[config.mk]
export PLATFORM = sky130hd
export DESIGN_NAME = seg7_scan_driver_flat
export DESIGN_NICKNAME = d
export VERILOG_FILES = /design/src/rtl/seg7_scan_driver_if.sv /design/src/rtl/seg7_scan_driver.sv /design/src/flat_wrapper.sv
export SDC_FILE = /design/constraint.sdc
export NUM_CORES = 1
export LEC_CHECK = 0
export ABC_CLOCK_PERIOD_IN_PS = 3670
export BUFFER_PORTS_ARGS = -buffer_cell sky130_fd_sc_hd__buf_2
export CORE_ASPECT_RATIO = 1.1
export CORE_UTILIZATION = 55
export DETAILED_ROUTE_END_ITERATION = 10
export PLACE_DENSITY = 0.76
export SLEW_MARGIN = 5
export SYNTH_ARGS = -nofsm -noshare
export SYNTH_HDL_FRONTEND = slang
export SYNTH_SLANG_ARGS = --single-unit
[constraint.sdc]
create_clock -name clk_i -period 3.67 [get_ports clk_i]
set_input_delay 0.5505 -clock clk_i [delete_from_list [all_inputs] [get_ports clk_i]]
set_output_delay 0.5505 -clock clk_i [all_outputs]
set_load 0.005 [all_outputs]
[src/rtl/seg7_scan_driver_if.sv]
// rtl/seg7_scan_driver_if.sv - digit load/decode controls and scanned display outputs
interface seg7_scan_driver_if #(
  parameter int DIGITS = 4
);
  logic                  load;
  logic [4*DIGITS-1:0]   data_in;
  logic                  hex_mode;
  logic [6:0]            out_7seg;
  logic [DIGITS-1:0]     digit_en;

  modport master (
    output load,
    output data_in,
    output hex_mode,
    input  out_7seg,
    input  digit_en
  );

  modport slave (
    input  load,
    input  data_in,
    input  hex_mode,
    output out_7seg,
    output digit_en
  );
endinterface

[src/rtl/seg7_scan_driver.sv]
// rtl/seg7_scan_driver.sv - multiplexed N-digit seven-segment scan driver
// Define SEG7_LZB_EN to blank leading zeros (digit 0 always shown).
module seg7_scan_driver #(
  parameter int DIGITS   = 4,
  parameter int SCAN_DIV = 50000
) (
  input  logic             clk_i,
  input  logic             rst_ni,
  seg7_scan_driver_if.slave bus
);

  localparam int DIV_W = (SCAN_DIV > 1) ? $clog2(SCAN_DIV) : 1;
  localparam int IDX_W = (DIGITS > 1) ? $clog2(DIGITS) : 1;
  localparam logic [DIV_W-1:0] DIV_LAST = DIV_W'(SCAN_DIV - 1);
  localparam logic [IDX_W-1:0] IDX_LAST = IDX_W'(DIGITS - 1);

  logic [4*DIGITS-1:0] shadow_q, shadow_d;
  logic [DIV_W-1:0]    div_q, div_d;
  logic [IDX_W-1:0]    idx_q, idx_d;
  logic [6:0]          seg_q, seg_d;
  logic [DIGITS-1:0]   en_q, en_d;

  logic                tick;
  logic [IDX_W-1:0]    idx_nxt;
  logic [3:0]          cur_digit;
  logic                cur_blank;
  logic [DIGITS-1:0]   lz_blank;

  function automatic logic [6:0] decode(input logic [3:0] code, input logic hex);
    logic [6:0] seg;
    case (code)
      4'h0:    seg = 7'b100_0000;
      4'h1:    seg = 7'b111_1001;
      4'h2:    seg = 7'b010_0100;
      4'h3:    seg = 7'b011_0000;
      4'h4:    seg = 7'b001_1001;
      4'h5:    seg = 7'b001_0010;
      4'h6:    seg = 7'b000_0010;
      4'h7:    seg = 7'b111_1000;
      4'h8:    seg = 7'b000_0000;
      4'h9:    seg = 7'b001_0000;
      4'hA:    seg = hex ? 7'b000_1000 : 7'b111_1111;
      4'hB:    seg = hex ? 7'b000_0011 : 7'b111_1111;
      4'hC:    seg = hex ? 7'b100_0110 : 7'b111_1111;
      4'hD:    seg = hex ? 7'b010_0001 : 7'b111_1111;
      4'hE:    seg = hex ? 7'b000_0110 : 7'b111_1111;
      default: seg = hex ? 7'b000_1110 : 7'b111_1111;
    endcase
    return seg;
  endfunction

`ifdef SEG7_LZB_EN
  // Walk from the most significant digit down; blank until the first non-zero digit.
  always_comb begin
    logic seen_nz;
    seen_nz  = 1'b0;
    lz_blank = '0;
    for (int i = DIGITS - 1; i >= 0; i--) begin
      seen_nz     = seen_nz | (shadow_q[4*i +: 4] != 4'h0);
      lz_blank[i] = (i != 0) && !seen_nz;
    end
  end
`else
  assign lz_blank = '0;
`endif

  always_comb begin
    tick      = (div_q == DIV_LAST);
    div_d     = tick ? '0 : div_q + DIV_W'(1);
    idx_nxt   = (idx_q == IDX_LAST) ? '0 : idx_q + IDX_W'(1);
    shadow_d  = bus.load ? bus.data_in : shadow_q;
    idx_d     = idx_q;
    seg_d     = seg_q;
    en_d      = en_q;
    cur_digit = 4'h0;
    cur_blank = 1'b0;
    for (int i = 0; i < DIGITS; i++) begin
      if (idx_nxt == IDX_W'(i)) begin
        cur_digit = shadow_q[4*i +: 4];
        cur_blank = lz_blank[i];
      end
    end
    // Decode reads the pre-load shadow, so a load on the tick edge shows next slot.
    if (tick) begin
      idx_d = idx_nxt;
      seg_d = cur_blank ? 7'b111_1111 : decode(cur_digit, bus.hex_mode);
      en_d  = ~(DIGITS'(1) << idx_nxt);
    end
  end

  always_ff @(posedge clk_i or negedge rst_ni) begin
    if (!rst_ni) begin
      shadow_q <= '0;
      div_q    <= '0;
      idx_q    <= IDX_LAST;
      seg_q    <= 7'b111_1111;
      en_q     <= '1;
    end else begin
      shadow_q <= shadow_d;
      div_q    <= div_d;
      idx_q    <= idx_d;
      seg_q    <= seg_d;
      en_q     <= en_d;
    end
  end

  assign bus.out_7seg = seg_q;
  assign bus.digit_en = en_q;

endmodule

[src/flat_wrapper.sv]
// flat-port wrapper written by rule: the top's interface ports become plain ports
module seg7_scan_driver_flat 
#(
  parameter int DIGITS   = 4,
  parameter int SCAN_DIV = 50000
)
  (clk_i, rst_ni, bus_load, bus_data_in, bus_hex_mode, bus_out_7seg, bus_digit_en);
  seg7_scan_driver_if #(.DIGITS(DIGITS)) bus_i ();
  input  logic clk_i;
  input  logic rst_ni;
  input wire logic [$bits(bus_i.load)-1:0] bus_load;
  input wire logic [$bits(bus_i.data_in)-1:0] bus_data_in;
  input wire logic [$bits(bus_i.hex_mode)-1:0] bus_hex_mode;
  output wire logic [$bits(bus_i.out_7seg)-1:0] bus_out_7seg;
  output wire logic [$bits(bus_i.digit_en)-1:0] bus_digit_en;
  assign bus_i.load = bus_load;
  assign bus_i.data_in = bus_data_in;
  assign bus_i.hex_mode = bus_hex_mode;
  assign bus_out_7seg = bus_i.out_7seg;
  assign bus_digit_en = bus_i.digit_en;
  seg7_scan_driver #(.DIGITS(DIGITS), .SCAN_DIV(SCAN_DIV)) u_core (.clk_i(clk_i), .rst_ni(rst_ni), .bus(bus_i));
endmodule
### Word level (Yosys, flattened, before mapping)

Cells that the tools add are included.

* add/subtract/negate cells: 2
* multipliers: 0
* div/mod/pow operators: 0
* $lt $le $gt $ge: 0
* equality and inequality tests: 19
* shifts and indexed selects: 1
* muxes and demuxes: 13
* bitwise operators: 1
* reductions and logical operators: 2

Operators with widths (count)
* case mux 7 bit (15 select lines): 1
* two-way mux 7 bit: 5
* equality test 4 bit, second input constant: 7
* adder 16 x 1 -> 16 bit, second input constant: 1
* equality test 16 bit, second input constant: 1
* equality test 4 x 3 -> 1 bit, second input constant: 4
* two-way mux 16 bit: 1
* two-way mux 4 bit: 4
* equality test 4 x 2 -> 1 bit, second input constant: 2
* equality test 2 bit, second input constant: 3
* two-way mux 6 bit: 1
* equality test 4 x 1 -> 1 bit, second input constant: 1
* logical NOT 4 bit: 1
* NOT 4 bit: 1
* << shifter 1 x 2 -> 4 bit, first input constant: 1
* adder 2 x 1 -> 2 bit, second input constant: 1
* equality test 2 x 1 -> 1 bit, second input constant: 1
* logical NOT 2 bit: 1
* two-way mux 2 bit: 1

* flip-flop bits (word level): 45
* bits in latches: 0
* memory bits (writable): 0
* bits in read-only memories: 0
* bits of input ports: 20
* output and inout port bits: 11
* logic and storage cells: 43
* memories kept: 0

### Depth between registers and ports, before layout

Gate-level depths: netlist of the first run.

* word-level depth: 9
* depth in mapped cells: 10
* depth with buffers taken out: 8

### Worst setup path before layout of the first run

Ideal clock, no wire load.

* path type: flip-flop to flip-flop
* start: register u_core.idx_q[0]
* end: register u_core.seg_q[3] (netlist: u_core.bus.out_7seg[3])
* library setup time: 0.085 ns
* arrival time: 2.006 ns
* data required time: 3.585 ns
* path slack: 1.579 ns
* cell stages (with the launch flop): 10
* buffers on the path: 2
* period minus slack after synthesis: 2.091 ns
* cell sequence: dfstp_2 inv_1 ha_1 buf_6 nand3b_1 a221o_2 buf_6 xnor2_1 a311oi_1 a21oi_1

* cells in the longest elaborated chain, start to end: 9
* elaborated cells between the ends (all ways): 27
* classes of those cells: add/sub (1); eq/ne (18); mux (6); reduce/logical (2)

Ends and longest elaborated chain
* start: declaration: line seg7_scan_driver.sv:19 `logic [IDX_W-1:0] idx_q, idx_d;`
* start signal: assignment: line seg7_scan_driver.sv:101 `idx_q <= idx_d;`
* adder 2 x 1 -> 2 bit or equality test 2 bit (tied branches): line seg7_scan_driver.sv:70 `idx_nxt = (idx_q == IDX_LAST) ? '0 : idx_q + IDX_W'(1);`
* two-way mux 2 bit *: line seg7_scan_driver.sv:70
* logical NOT 2 bit: line seg7_scan_driver.sv:78 `if (idx_nxt == IDX_W'(i)) begin`
* two-way mux 4 bit (3 in series): line seg7_scan_driver.sv:78
* two-way mux 4 bit *: line seg7_scan_driver.sv:78
* equality test 4 bit (tied with other cells): line seg7_scan_driver.sv:31 `case (code)`
* case mux 7 bit (15 select lines) *: line seg7_scan_driver.sv:31
* end signal: assignment: line seg7_scan_driver.sv:102 `seg_q <= seg_d;`
* end: declaration: line seg7_scan_driver.sv:20 `logic [6:0] seg_q, seg_d;`

Mark *: on every way between the ends. The rest lies on a longest branch, timed or not.
A chain may end at the register's enable or synchronous reset.

### Worst setup path in the final report of the first run

* start: register u_core.idx_q[0]
* end: register u_core.seg_q[2] (netlist: u_core.bus.out_7seg[2])

The elaborated chain is that of the path after synthesis.

==> metrics.log, run 1 <==
INFO  metric async_flop_share = 100.0%
INFO  metric postCtsSetupRepairBufs = 0
INFO  metric floorplan.initialDensity = 57.86%
INFO  metric vdd_drop_max = 243.4 uV
INFO  metric netlist_top_cells_count = dfrtp_1 (32), nand2_1 (23), mux2_2 (15)
INFO  metric die-height = 69.99 um
INFO  metric synth-seq-cells = 45
INFO  metric post_synth_instance_area = 0.002311 mm2
INFO  metric total_via_count_in_the_routed_design = 1623
INFO  metric antenna_cells_inserted = 0
INFO  metric synth.most_common_cell = dfrtp_1
INFO  metric average_size_of_a_mapped_cell = 10.95 um2
INFO  metric postCtsResizedCells = 0
INFO  metric power_density = 359.0 mW/mm2
INFO  metric final.setup.tns = 0 ns
INFO  metric worstPathRequired = 3.90 ns
INFO  metric synthesis.yosys.warnings = 0
INFO  metric area_growth_syn_to_layout = 10.29%
INFO  metric final_core_utilization = 63.82%
INFO  metric highest_clock_rate = 0.4300 GHz
INFO  metric dp_cells = 284
INFO  metric finish.net_count = 264
INFO  metric sequential_to_total_area_share_from_yosys_stat = 49.43%
INFO  metric drt-pass1-iter-count = 5
INFO  metric power.share.switching = 23.99%
INFO  metric design_power_total = 915.0 uW
INFO  metric drc_viols = 0
INFO  metric worst_slew_pin_slew = 0.9611 ns
INFO  metric holdBufCountCts = 0
INFO  metric layoutNonFillerInstCount = 292
INFO  metric cts_max_path_buffers = 2
INFO  metric rsz0062_at_grt = false
INFO  metric final_min_period_over_clock_period = 63.37%
INFO  metric pin_count = 31
INFO  metric status = complete, no violations
INFO  metric place.port_buffers = 30
INFO  metric finalWirelength = 3.913 mm
INFO  metric fin_worst_skew = 0.006197 ns
INFO  metric layout_min_cycle_time = 2.326 ns
INFO  metric hold_ws = 0.4080 ns
INFO  metric cp_max_fo = 13
INFO  metric power.share.clock = 31.2%
INFO  metric timing.max_cap.violations = 0
INFO  metric root_buffer = clkbuf_8
INFO  metric power_dissipated_by_switching_net_loads = 219.6 uW
INFO  metric finalSetupViolations = 0
INFO  metric slew-limit-headroom = 35.92%
INFO  metric synth-edff-count = 0
INFO  metric tritoncts.num_buffers = 5
INFO  metric core_area = 0.003994 mm2
INFO  metric ff2ff_path_depth = 8
INFO  metric detail-route-antenna-nets = 0
INFO  metric cts_tree = yes
INFO  metric grt_max_degree = 46
INFO  metric worstReg2RegEnd = u_core.bus.out_7seg[2]$_DFFE_PN1N_
INFO  metric drv_slew = 0
INFO  metric gr-usage-all-layers = 19.92%
INFO  metric synth_top_area_share = 34.65%
INFO  metric mappedNetlistNets = 236
INFO  metric rrSetupSlack = 1.34 ns
INFO  metric first_global_vias = 1520
INFO  metric layout-drive-gt1-share = 33.33%
INFO  metric clock-sinks = 45
INFO  metric yosys.area.top_type = dfrtp_1
INFO  metric gr-usage-met2 = 30.50%
INFO  metric dieWidth = 63.81 um
INFO  metric grt_first_pass_wirelength = 6.865 mm
INFO  metric timing.rr.start = u_core.idx_q[0]$_DFFE_PN1N_
INFO  metric gp_congestion = 0.7963
INFO  metric globalRouteMet3Util = 4.902%
INFO  metric power.internal = 695.4 uW
INFO  metric initialDrtViolationCount = 81
INFO  metric crit_path_end_kind = flop
INFO  metric nFillCells = 344
INFO  metric grt_overflow_total = 0
INFO  metric power_leakage = 0.001116 uW
INFO  metric hp-class = in2async
INFO  metric synth_cell_type_count = 56
INFO  metric grt.met1_usage = 27.84%
INFO  metric post_synth_main_area_contributors = dfrtp_1 (35%), dfstp_2 (15%), mux2_2 (7.3%), nand2_1 (3.7%), xor2_1 (3.4%)
INFO  metric timing.critical_path.arrival = 2.56 ns
INFO  metric clock_latency = 0.28 ns
INFO  metric via_per_inst = 5.558
INFO  metric clkTransAtPathRegs = 0.08 ns
INFO  metric peak_usage_layer_in_the_global_routing_report = met2
INFO  metric die_area = 0.004465 mm2
INFO  metric pwr-share-comb = 11.4%
INFO  metric wl_per_cell = 13.40 um
INFO  metric clock_tree.htree_level_count = 2
INFO  metric finalHoldViolCount = 0
INFO  metric cp-start-kind = flop
INFO  metric antenna_violations_before_repair = 0
INFO  metric hpwl = 2.829 mm
INFO  metric seqPwrFrac = 57.4%
INFO  metric synth_cells = 211
INFO  metric setup.worst_path.class = reg2reg
INFO  metric placementRows = 24
INFO  metric main_synth_ff_type = dfrtp_1
==> how the worst max path moves through the flow <==
stage                                     start                                  to  slack, ns  cells past startpoint
finish              u_core.idx_q[0]$_DFFE_PN1N_  u_core.bus.out_7seg[2]$_DFFE_PN1N_       1.34                      8
global route        u_core.idx_q[0]$_DFFE_PN1N_  u_core.bus.out_7seg[6]$_DFFE_PN1N_       1.21                      8
CTS                 u_core.idx_q[0]$_DFFE_PN1N_  u_core.bus.out_7seg[2]$_DFFE_PN1N_       1.34                      8
detailed placement  u_core.idx_q[0]$_DFFE_PN1N_  u_core.bus.out_7seg[2]$_DFFE_PN1N_       1.36                      8
global placement    u_core.idx_q[0]$_DFFE_PN1N_  u_core.bus.out_7seg[6]$_DFFE_PN1N_       1.41                      8
floorplan           u_core.idx_q[0]$_DFFE_PN1N_  u_core.bus.out_7seg[3]$_DFFE_PN1N_       1.58                      9
==> state kept, by name, summed over array words and instances, names as in the netlist <==
name,count
u_core.shadow_q,16
u_core.div_q,16
u_core.bus.digit_en,4
u_core.bus.out_7seg,7
u_core.idx_q,2
==> logic make-up (layout without fill, tap and decap cells) <==
group | Yosys count | count (layout) | synth area share [%]
buf+inv | 14 | 43 | 3.302
flops | 45 | 45 | 49.43
simple gates | 71 | 71 | 15.49
mux | 15 | 15 | 7.309
fa+ha+maj | 5 | 5 | 2.707
compound gates | 48 | 48 | 16.84
xor+xnor | 13 | 13 | 4.927
==> power groups by stage <==
| stage | Clock (uW) | Sequential (uW) | Combinational (uW) |
|---|---|---|---|
| after floorplan | 0 | 530 | 78.0 |
| after global placement | 0 | 533 | 104 |
| after detailed placement | 0 | 534 | 105 |
| after CTS | 297 | 525 | 105 |
| after global routing | 317 | 527 | 116 |
| final | 286 | 525 | 104 |
==> per-stage QoR <==
| stage | area, um2 | setup slack [ns] |
|---|---|---|
| 5_1_grt | 2549 | 1.206 |
| 6_report | 2549 | 1.344 |
| 3_5_place_dp | 2469 | 1.355 |
| 4_1_cts | 2549 | 1.336 |
| 2_1_floorplan | 2311 | 1.579 |
| 3_3_place_gp | 2469 | 1.414 |
==> critical path: stages (launching register included) <==
cell	delay, ns
dfstp_2	0.56
inv_1	0.07
ha_1	0.30
a211oi_1	0.26
a221o_2	0.33
o21bai_4	0.19
o21ai_2	0.08
a2111oi_2	0.35
a21o_1	0.13
==> cell type report <==
type / instances / area (um2) / share of cell area (%)
inverters: 5 / 18.77 / 0.7364
flip-flops and latches: 45 / 1142 / 44.82
repair buffers: 30 / 150.1 / 5.891
clock inverters: 1 / 3.754 / 0.1473
multi-input cells: 152 / 1092 / 42.86
well taps: 52 / 65.06 / 2.553
clock buffers: 7 / 76.32 / 2.995
==> cell usage in the layout, fill, tap and decap left out, types with 3 or more instances in the layout <==
cell type,n
a21oi_1,5
and3_1,3
inv_1,5
o21ai_1,4
nand3b_1,4
nand2_1,23
dfstp_2,13
xor2_1,9
buf_2,30
dfrtp_1,32
nor2_1,14
clkbuf_8,5
ha_1,5
nand3_1,7
xnor2_1,4
o21ai_0,12
mux2_2,15
==> routing by layer <==
metal | vias up | share of wire, %
met1 | 777 | 49
met2 | 38 | 47
met5 | - | 0
met4 | 0 | 0.64
met3 | 2 | 3.9
li1 | 806 | -
Power figures use the tool's default switching activity.
==> run 2, diff against run 1 <==
ABC_CLOCK_PERIOD_IN_PS = 2300   (was 3670)
clock period = 2.3 ns   (was 3.67 ns; I/O delays follow)
==> run 2 against run 1 <==
  * Worst hold slack worse by 0.28 ns
  * Total power up 61%
  * Die area unchanged
  * Flip-flop and latch count unchanged
  * Sequential power up 60%
  * Design area up 3.2%
  * Critical path type unchanged
  * Highest routed layer unchanged
==> metrics.log, run 2 (synthesis gave the netlist of run 1 again) <==
INFO  metric gp_congestion = 0.8551 (+7.4%)
INFO  metric clkTransAtPathRegs = 0.08 ns (about the same)
INFO  metric area_growth_syn_to_layout = 13.81%
INFO  metric cts_max_path_buffers = 2 (unchanged)
INFO  metric finish.net_count = 273 (+3.4%)
INFO  metric nFillCells = 326 (-5.2%)
INFO  metric pin_count = 31 (unchanged)
INFO  metric pwr-share-comb = 12.2% (+0.8 points)
INFO  metric status = complete, no violations
INFO  metric power.share.clock = 31.0% (-0.2 points)
INFO  metric drc_viols = 0 (unchanged)
INFO  metric hold_ws = 0.1286 ns (-0.2794 ns)
INFO  metric rrSetupSlack = 0.1 ns (-1.25 ns)
INFO  metric die_area = 0.004465 mm2 (unchanged)
INFO  metric power.share.switching = 24.25% (+0.26 points)
INFO  metric tritoncts.num_buffers = 5 (unchanged)
INFO  metric via_per_inst = 5.419 (-2.5%)
INFO  metric seqPwrFrac = 56.8% (-0.6 points)
INFO  metric first_global_vias = 1593 (+4.8%)
INFO  metric worst_slew_pin_slew = 0.7679 ns (-0.1933 ns)
INFO  metric grt_first_pass_wirelength = 7.051 mm (+2.7%)
INFO  metric dieWidth = 63.81 um (unchanged)
INFO  metric finalSetupViolations = 0 (unchanged)
INFO  metric die-height = 69.99 um (unchanged)
INFO  metric setup.worst_path.class = reg2reg
INFO  metric power_dissipated_by_switching_net_loads = 357.9 uW (+63%)
INFO  metric timing.rr.start = u_core.idx_q[0]$_DFFE_PN1N_
INFO  metric finalHoldViolCount = 0 (unchanged)
INFO  metric dp_cells = 290 (+2.1%)
INFO  metric grt_overflow_total = 0 (unchanged)
INFO  metric total_via_count_in_the_routed_design = 1631 (+0.49%)
INFO  metric cp_max_fo = 10 (-3)
INFO  metric ff2ff_path_depth = 8 (unchanged)
INFO  metric timing.max_cap.violations = 0 (unchanged)
INFO  metric floorplan.initialDensity = 57.86% (unchanged)
INFO  metric design_power_total = 1476 uW (+61%)
INFO  metric layout_min_cycle_time = 2.205 ns (-0.1206 ns)
INFO  metric power_density = 561.1 mW/mm2 (+56%)
INFO  metric layout.cells.most_common_list = dfrtp_1 (32), buf_2 (30), nand2_1 (23)
INFO  metric gr-usage-all-layers = 20.21% (+0.29 points)
INFO  metric final_core_utilization = 65.85% (+2.0 points)
INFO  metric core_area = 0.003994 mm2 (unchanged)
INFO  metric root_buffer = clkbuf_8
INFO  metric finalWirelength = 4.126 mm (+5.4%)
INFO  metric detail-route-antenna-nets = 0 (unchanged)
INFO  metric power_leakage = 0.001165 uW (+4.4%)
INFO  metric initialDrtViolationCount = 70 (-14%)
INFO  metric highest_clock_rate = 0.4535 GHz (+5.5%)
INFO  metric place.port_buffers = 30 (unchanged)
INFO  metric vdd_drop_max = 481.3 uV (+98%)
INFO  metric drv_slew = 0 (unchanged)
INFO  metric slew-limit-headroom = 48.81% (+13 points)
INFO  metric postPlaceCellArea = 0.002514 mm2 (+1.8%)
INFO  metric grt_max_degree = 36 (-22%)
INFO  metric crit_path_end_kind = flop
INFO  metric layout-drive-gt1-share = 37.75% (+4.4 points)
INFO  metric finish.instance_area = 0.002630 mm2 (+3.2%)
INFO  metric fin_worst_skew = 0.002666 ns (-0.003531 ns)
INFO  metric final_min_period_over_clock_period = 95.87% (+33 points)
INFO  metric timing.critical_path.arrival = 2.44 ns (-0.12 ns)
INFO  metric wl_per_cell = 13.71 um (+2.3%)
INFO  metric drt-pass1-iter-count = 4 (-1)
INFO  metric worstPathRequired = 2.53 ns (-1.37 ns)
INFO  metric hpwl = 3.053 mm (+7.9%)
INFO  metric antenna_violations_before_repair = 0 (unchanged)
INFO  metric clock_latency = 0.28 ns (about the same)
INFO  metric layoutNonFillerInstCount = 301 (+3.1%)
INFO  metric clock_tree.htree_level_count = 2 (unchanged)
INFO  metric cts_tree = yes
INFO  metric cp-start-kind = flop
INFO  metric worstReg2RegEnd = u_core.bus.out_7seg[2]$_DFFE_PN1N_
INFO  metric antenna_cells_inserted = 0 (unchanged)
INFO  metric placementRows = 24 (unchanged)
INFO  metric power.internal = 1118 uW (+61%)
INFO  metric hp-class = in2async
INFO  metric layout_commonest_cell = dfrtp_1
INFO  metric clock-sinks = 45 (unchanged)
## run 2: how the worst max path moves through the flow
stage	cells after the start	start	end
5_1_grt	8	u_core.idx_q[0]$_DFFE_PN1N_	u_core.bus.out_7seg[5]$_DFFE_PN1N_
3_3_place_gp	8	u_core.idx_q[0]$_DFFE_PN1N_	u_core.bus.out_7seg[6]$_DFFE_PN1N_
4_1_cts	8	u_core.idx_q[0]$_DFFE_PN1N_	u_core.bus.out_7seg[2]$_DFFE_PN1N_
3_5_place_dp	8	u_core.idx_q[0]$_DFFE_PN1N_	u_core.bus.out_7seg[2]$_DFFE_PN1N_
2_1_floorplan	9	u_core.idx_q[0]$_DFFE_PN1N_	u_core.bus.out_7seg[3]$_DFFE_PN1N_
6_report	8	u_core.idx_q[0]$_DFFE_PN1N_	u_core.bus.out_7seg[2]$_DFFE_PN1N_
## run 2: critical path: stages (launching register included)
cell       delay [ns]
dfstp_2          0.56
inv_1            0.06
ha_1             0.26
a211oi_1         0.26
a221o_2          0.29
o21bai_4         0.17
o21ai_2          0.08
a2111oi_2        0.36
a21o_1           0.12
## run 2: power by group through the flow
stage          sequential, uW  clock [uW]  combinational, uW
6_report                  839         457                180
5_1_grt                   842         505                197
4_1_cts                   838         477                170
3_5_place_dp              853           0                170
3_3_place_gp              852           0                167
2_1_floorplan             845           0                124
## run 2: metal layers
| metal | wire, um | track usage [%] |
|---|---|---|
| met1 | 2071 | 27.47 |
| met2 | 1909 | 32.39 |
| met3 | 118 | 4.902 |
| met4 | 26 | 5.051 |
| met5 | 0 | 0 |
## run 2: through the flow
stage / setup TNS [ns] / setup slack [ns]
after floorplan: 0 / 0.2089
after global placement: 0 / 0.1321
after detailed placement: 0 / 0.04672
after CTS: 0 / 0.03892
after global routing: -0.002568 / -0.002568
final: 0 / 0.09505
## run 2: cell type report
class / instances / area [um2] / area share (%)
clock buffers: 6 / 72.57 / 2.759
clock inverters: 2 / 10.01 / 0.3806
inverters: 5 / 18.77 / 0.7136
multi-input cells: 152 / 1104 / 41.96
flip-flops and latches: 45 / 1142 / 43.44
well taps: 52 / 65.06 / 2.474
repair buffers: 39 / 217.7 / 8.278
## run 2: what timing repair did
action | in CTS | in global routing
gates resized for setup | 0 | 3
hold buffers | 0 | 0
endpoints found under the setup margin | 0 | 6
setup buffers | 0 | 3
==> run 3, diff against run 2 <==
PLACE_DENSITY = 0.86   (was 0.76)
==> run 3 against run 2 <==
  * Global-route usage up 0.71 points
  * Design area up 0.90%
  * Total power grew 4.5%
  * Worst hold slack worse by 0.013 ns
  * Fmax is 0.14% lower
  * Sequential share of layout area shrank 0.39 points
  * Via count is 2.5% higher
  * Combinational power about the same
  * Critical path depth is the same
  * Critical path type unchanged
  * Critical endpoint unchanged
==> metrics.log, run 3 (synthesis gave the netlist of run 1 again) <==
INFO  metric final_core_utilization = 66.45% (+0.60 points)
INFO  metric dp_cells = 289 (-0.34%)
INFO  metric highest_clock_rate = 0.4529 GHz (-0.14%)
INFO  metric clkTransAtPathRegs = 0.08 ns (about the same)
INFO  metric layoutNonFillerInstCount = 298 (-1.0%)
INFO  metric placementRows = 24 (unchanged)
INFO  metric place.port_buffers = 30 (unchanged)
INFO  metric tritoncts.num_buffers = 5 (unchanged)
INFO  metric finalHoldViolCount = 0 (unchanged)
INFO  metric die_area = 0.004465 mm2 (unchanged)
INFO  metric final_critical_path_setup_slack = 0.09192 ns (-0.003132 ns)
INFO  metric via_per_inst = 5.611 (+3.5%)
INFO  metric total_area_of_multi_input_combinational_cells = 0.001119 mm2 (+1.4%)
INFO  metric dpl_worst_slack = 0.09452 ns (+0.04780 ns)
INFO  metric status = complete, no violations
INFO  metric setup.worst_path.class = reg2reg
INFO  metric pin_count = 31 (unchanged)
INFO  metric design_power_total = 1543 uW (+4.5%)
INFO  metric grt_max_degree = 46 (+28%)
INFO  metric detail-route-antenna-nets = 0 (unchanged)
INFO  metric fin_worst_skew = 0.003573 ns (+0.0009068 ns)
INFO  metric timing.critical_path.arrival = 2.45 ns (about the same)
INFO  metric clock_tree.htree_level_count = 2 (unchanged)
INFO  metric power_density = 581.3 mW/mm2 (+3.6%)
INFO  metric clock-sinks = 45 (unchanged)
INFO  metric grt_overflow_total = 0 (unchanged)
INFO  metric core_area = 0.003994 mm2 (unchanged)
INFO  metric die-height = 69.99 um (unchanged)
INFO  metric wl_per_cell = 14.45 um (+5.4%)
INFO  metric finish.net_count = 270 (-1.1%)
INFO  metric antenna_violations_before_repair = 0 (unchanged)
INFO  metric drt-pass1-iter-count = 5 (+1)
INFO  metric gr-usage-all-layers = 20.92% (+0.71 points)
INFO  metric root_buffer = clkbuf_8
INFO  metric drv_slew = 0 (unchanged)
INFO  metric total_via_count_in_the_routed_design = 1672 (+2.5%)
INFO  metric worstPathRequired = 2.54 ns (about the same)
INFO  metric cts_tree = yes
INFO  metric crit_path_end_kind = flop
INFO  metric nFillCells = 300 (-8.0%)
INFO  metric timing.max_cap.violations = 0 (unchanged)
INFO  metric postPlaceCellArea = 0.002506 mm2 (-0.30%)
INFO  metric cp_max_fo = 7 (-3)
INFO  metric finish.instance_area = 0.002654 mm2 (+0.90%)
INFO  metric dieWidth = 63.81 um (unchanged)
INFO  metric worst_slew_pin_slew = 0.5426 ns (-0.2253 ns)
INFO  metric floorplan.initialDensity = 57.86% (unchanged)
INFO  metric cp-start-kind = flop
INFO  metric finalWirelength = 4.306 mm (+4.4%)
INFO  metric layout.cells.most_common_list = dfrtp_1 (32), buf_2 (30), nand2_1 (23)
INFO  metric gp_congestion = 0.8058 (-5.8%)
INFO  metric finalSetupViolations = 0 (unchanged)
INFO  metric layout_commonest_cell = dfrtp_1
INFO  metric initialDrtViolationCount = 82 (+17%)
INFO  metric vdd_drop_max = 463.5 uV (-3.7%)
INFO  metric clock_latency = 0.30 ns (+0.02 ns)
INFO  metric cts_max_path_buffers = 2 (unchanged)
INFO  metric power_leakage = 0.001170 uW (+0.45%)
INFO  metric first_global_vias = 1629 (+2.3%)
INFO  metric hp-class = in2async
INFO  metric drc_viols = 0 (unchanged)
INFO  metric slew-limit-headroom = 63.83% (+15 points)
INFO  metric grt_first_pass_wirelength = 7.176 mm (+1.8%)
INFO  metric register_area = 0.001142 mm2 (unchanged)
INFO  metric hpwl = 3.048 mm (-0.16%)
INFO  metric area_growth_syn_to_layout = 14.84%
INFO  metric layout-drive-gt1-share = 36.99% (-0.76 points)
INFO  metric antenna_cells_inserted = 0 (unchanged)
INFO  metric layout_min_cycle_time = 2.208 ns (+0.003132 ns)
INFO  metric holdBufCountCts = 0 (unchanged)
INFO  metric final_min_period_over_clock_period = 96.00% (+0.14 points)
==> run 3: metal layers <==
| layer | global-route usage (%) | vias to the layer above | part of all wire, % |
|---|---|---|---|
| li1 | - | 816 | - |
| met1 | 27.50 | 797 | 45 |
| met2 | 33.57 | 48 | 49 |
| met3 | 3.922 | 11 | 3.5 |
| met4 | 9.091 | 0 | 3.0 |
| met5 | 0 | - | 0 |
==> run 3: repair_timing <==
| item | CTS | global route |
|---|---|---|
| endpoints found under the setup margin | 0 | 2 |
| setup buffers | 0 | 1 |
| hold endpoints to repair | 0 | 0 |
| gates resized for setup | 0 | 4 |
==> run 3: final timing paths <==
kind                                                          from                                 end  slack [ns]  cells after the start
worst max-delay path                   u_core.idx_q[0]$_DFFE_PN1N_  u_core.bus.out_7seg[2]$_DFFE_PN1N_        0.09                      8
worst min-delay path                                        rst_ni          u_core.div_q[11]$_DFF_PN0_        0.12                      2
worst max register to register         u_core.idx_q[0]$_DFFE_PN1N_  u_core.bus.out_7seg[2]$_DFFE_PN1N_        0.09                      8
worst min register to register  u_core.bus.out_7seg[5]$_DFFE_PN1N_  u_core.bus.out_7seg[5]$_DFFE_PN1N_        0.46                      2
max in group asynchronous                                   rst_ni         u_core.idx_q[0]$_DFFE_PN1N_        1.80                      2
min in group clk_i                                 bus_data_in[12]     u_core.shadow_q[12]$_DFFE_PN0P_        0.27                      3
==> run 3: layout make-up <==
cell class,instances,area share (%)
Clock buffer,7,3.630
Clock inverter,1,0.1886
Inverter,5,0.7072
Multi-Input combinational cell,152,42.15
Sequential cell,45,43.05
Tap cell,52,2.452
Timing Repair Buffer,36,7.826
==> run 3: stage by stage <==
stage                     TNS [ns]  hold slack [ns]
after global routing      -0.02741           0.1660
after floorplan                  0          0.04941
final                            0           0.1159
after CTS                        0           0.1288
after detailed placement         0           0.4484
after global placement           0           0.4503
==> run 3: worst max-delay path: stages (launching register included) <==
cell	delay (ns)
dfstp_2	0.56
inv_1	0.07
ha_1	0.28
nand2b_2	0.27
o22ai_2	0.24
a31o_4	0.20
o21ai_2	0.07
a2111oi_2	0.35
a21o_1	0.12
==> run 3: power by group <==
| group | switching [uW] | leakage (uW) | internal [uW] | total [uW] |
|---|---|---|---|---|
| registers | 21.1 | 0.000532 | 820 | 841 |
| logic | 91.8 | 0.000584 | 90.6 | 182 |
| clock network | 248 | 0.0000542 | 271 | 519 |
| total | 361 | 0.00117 | 1180 | 1540 |
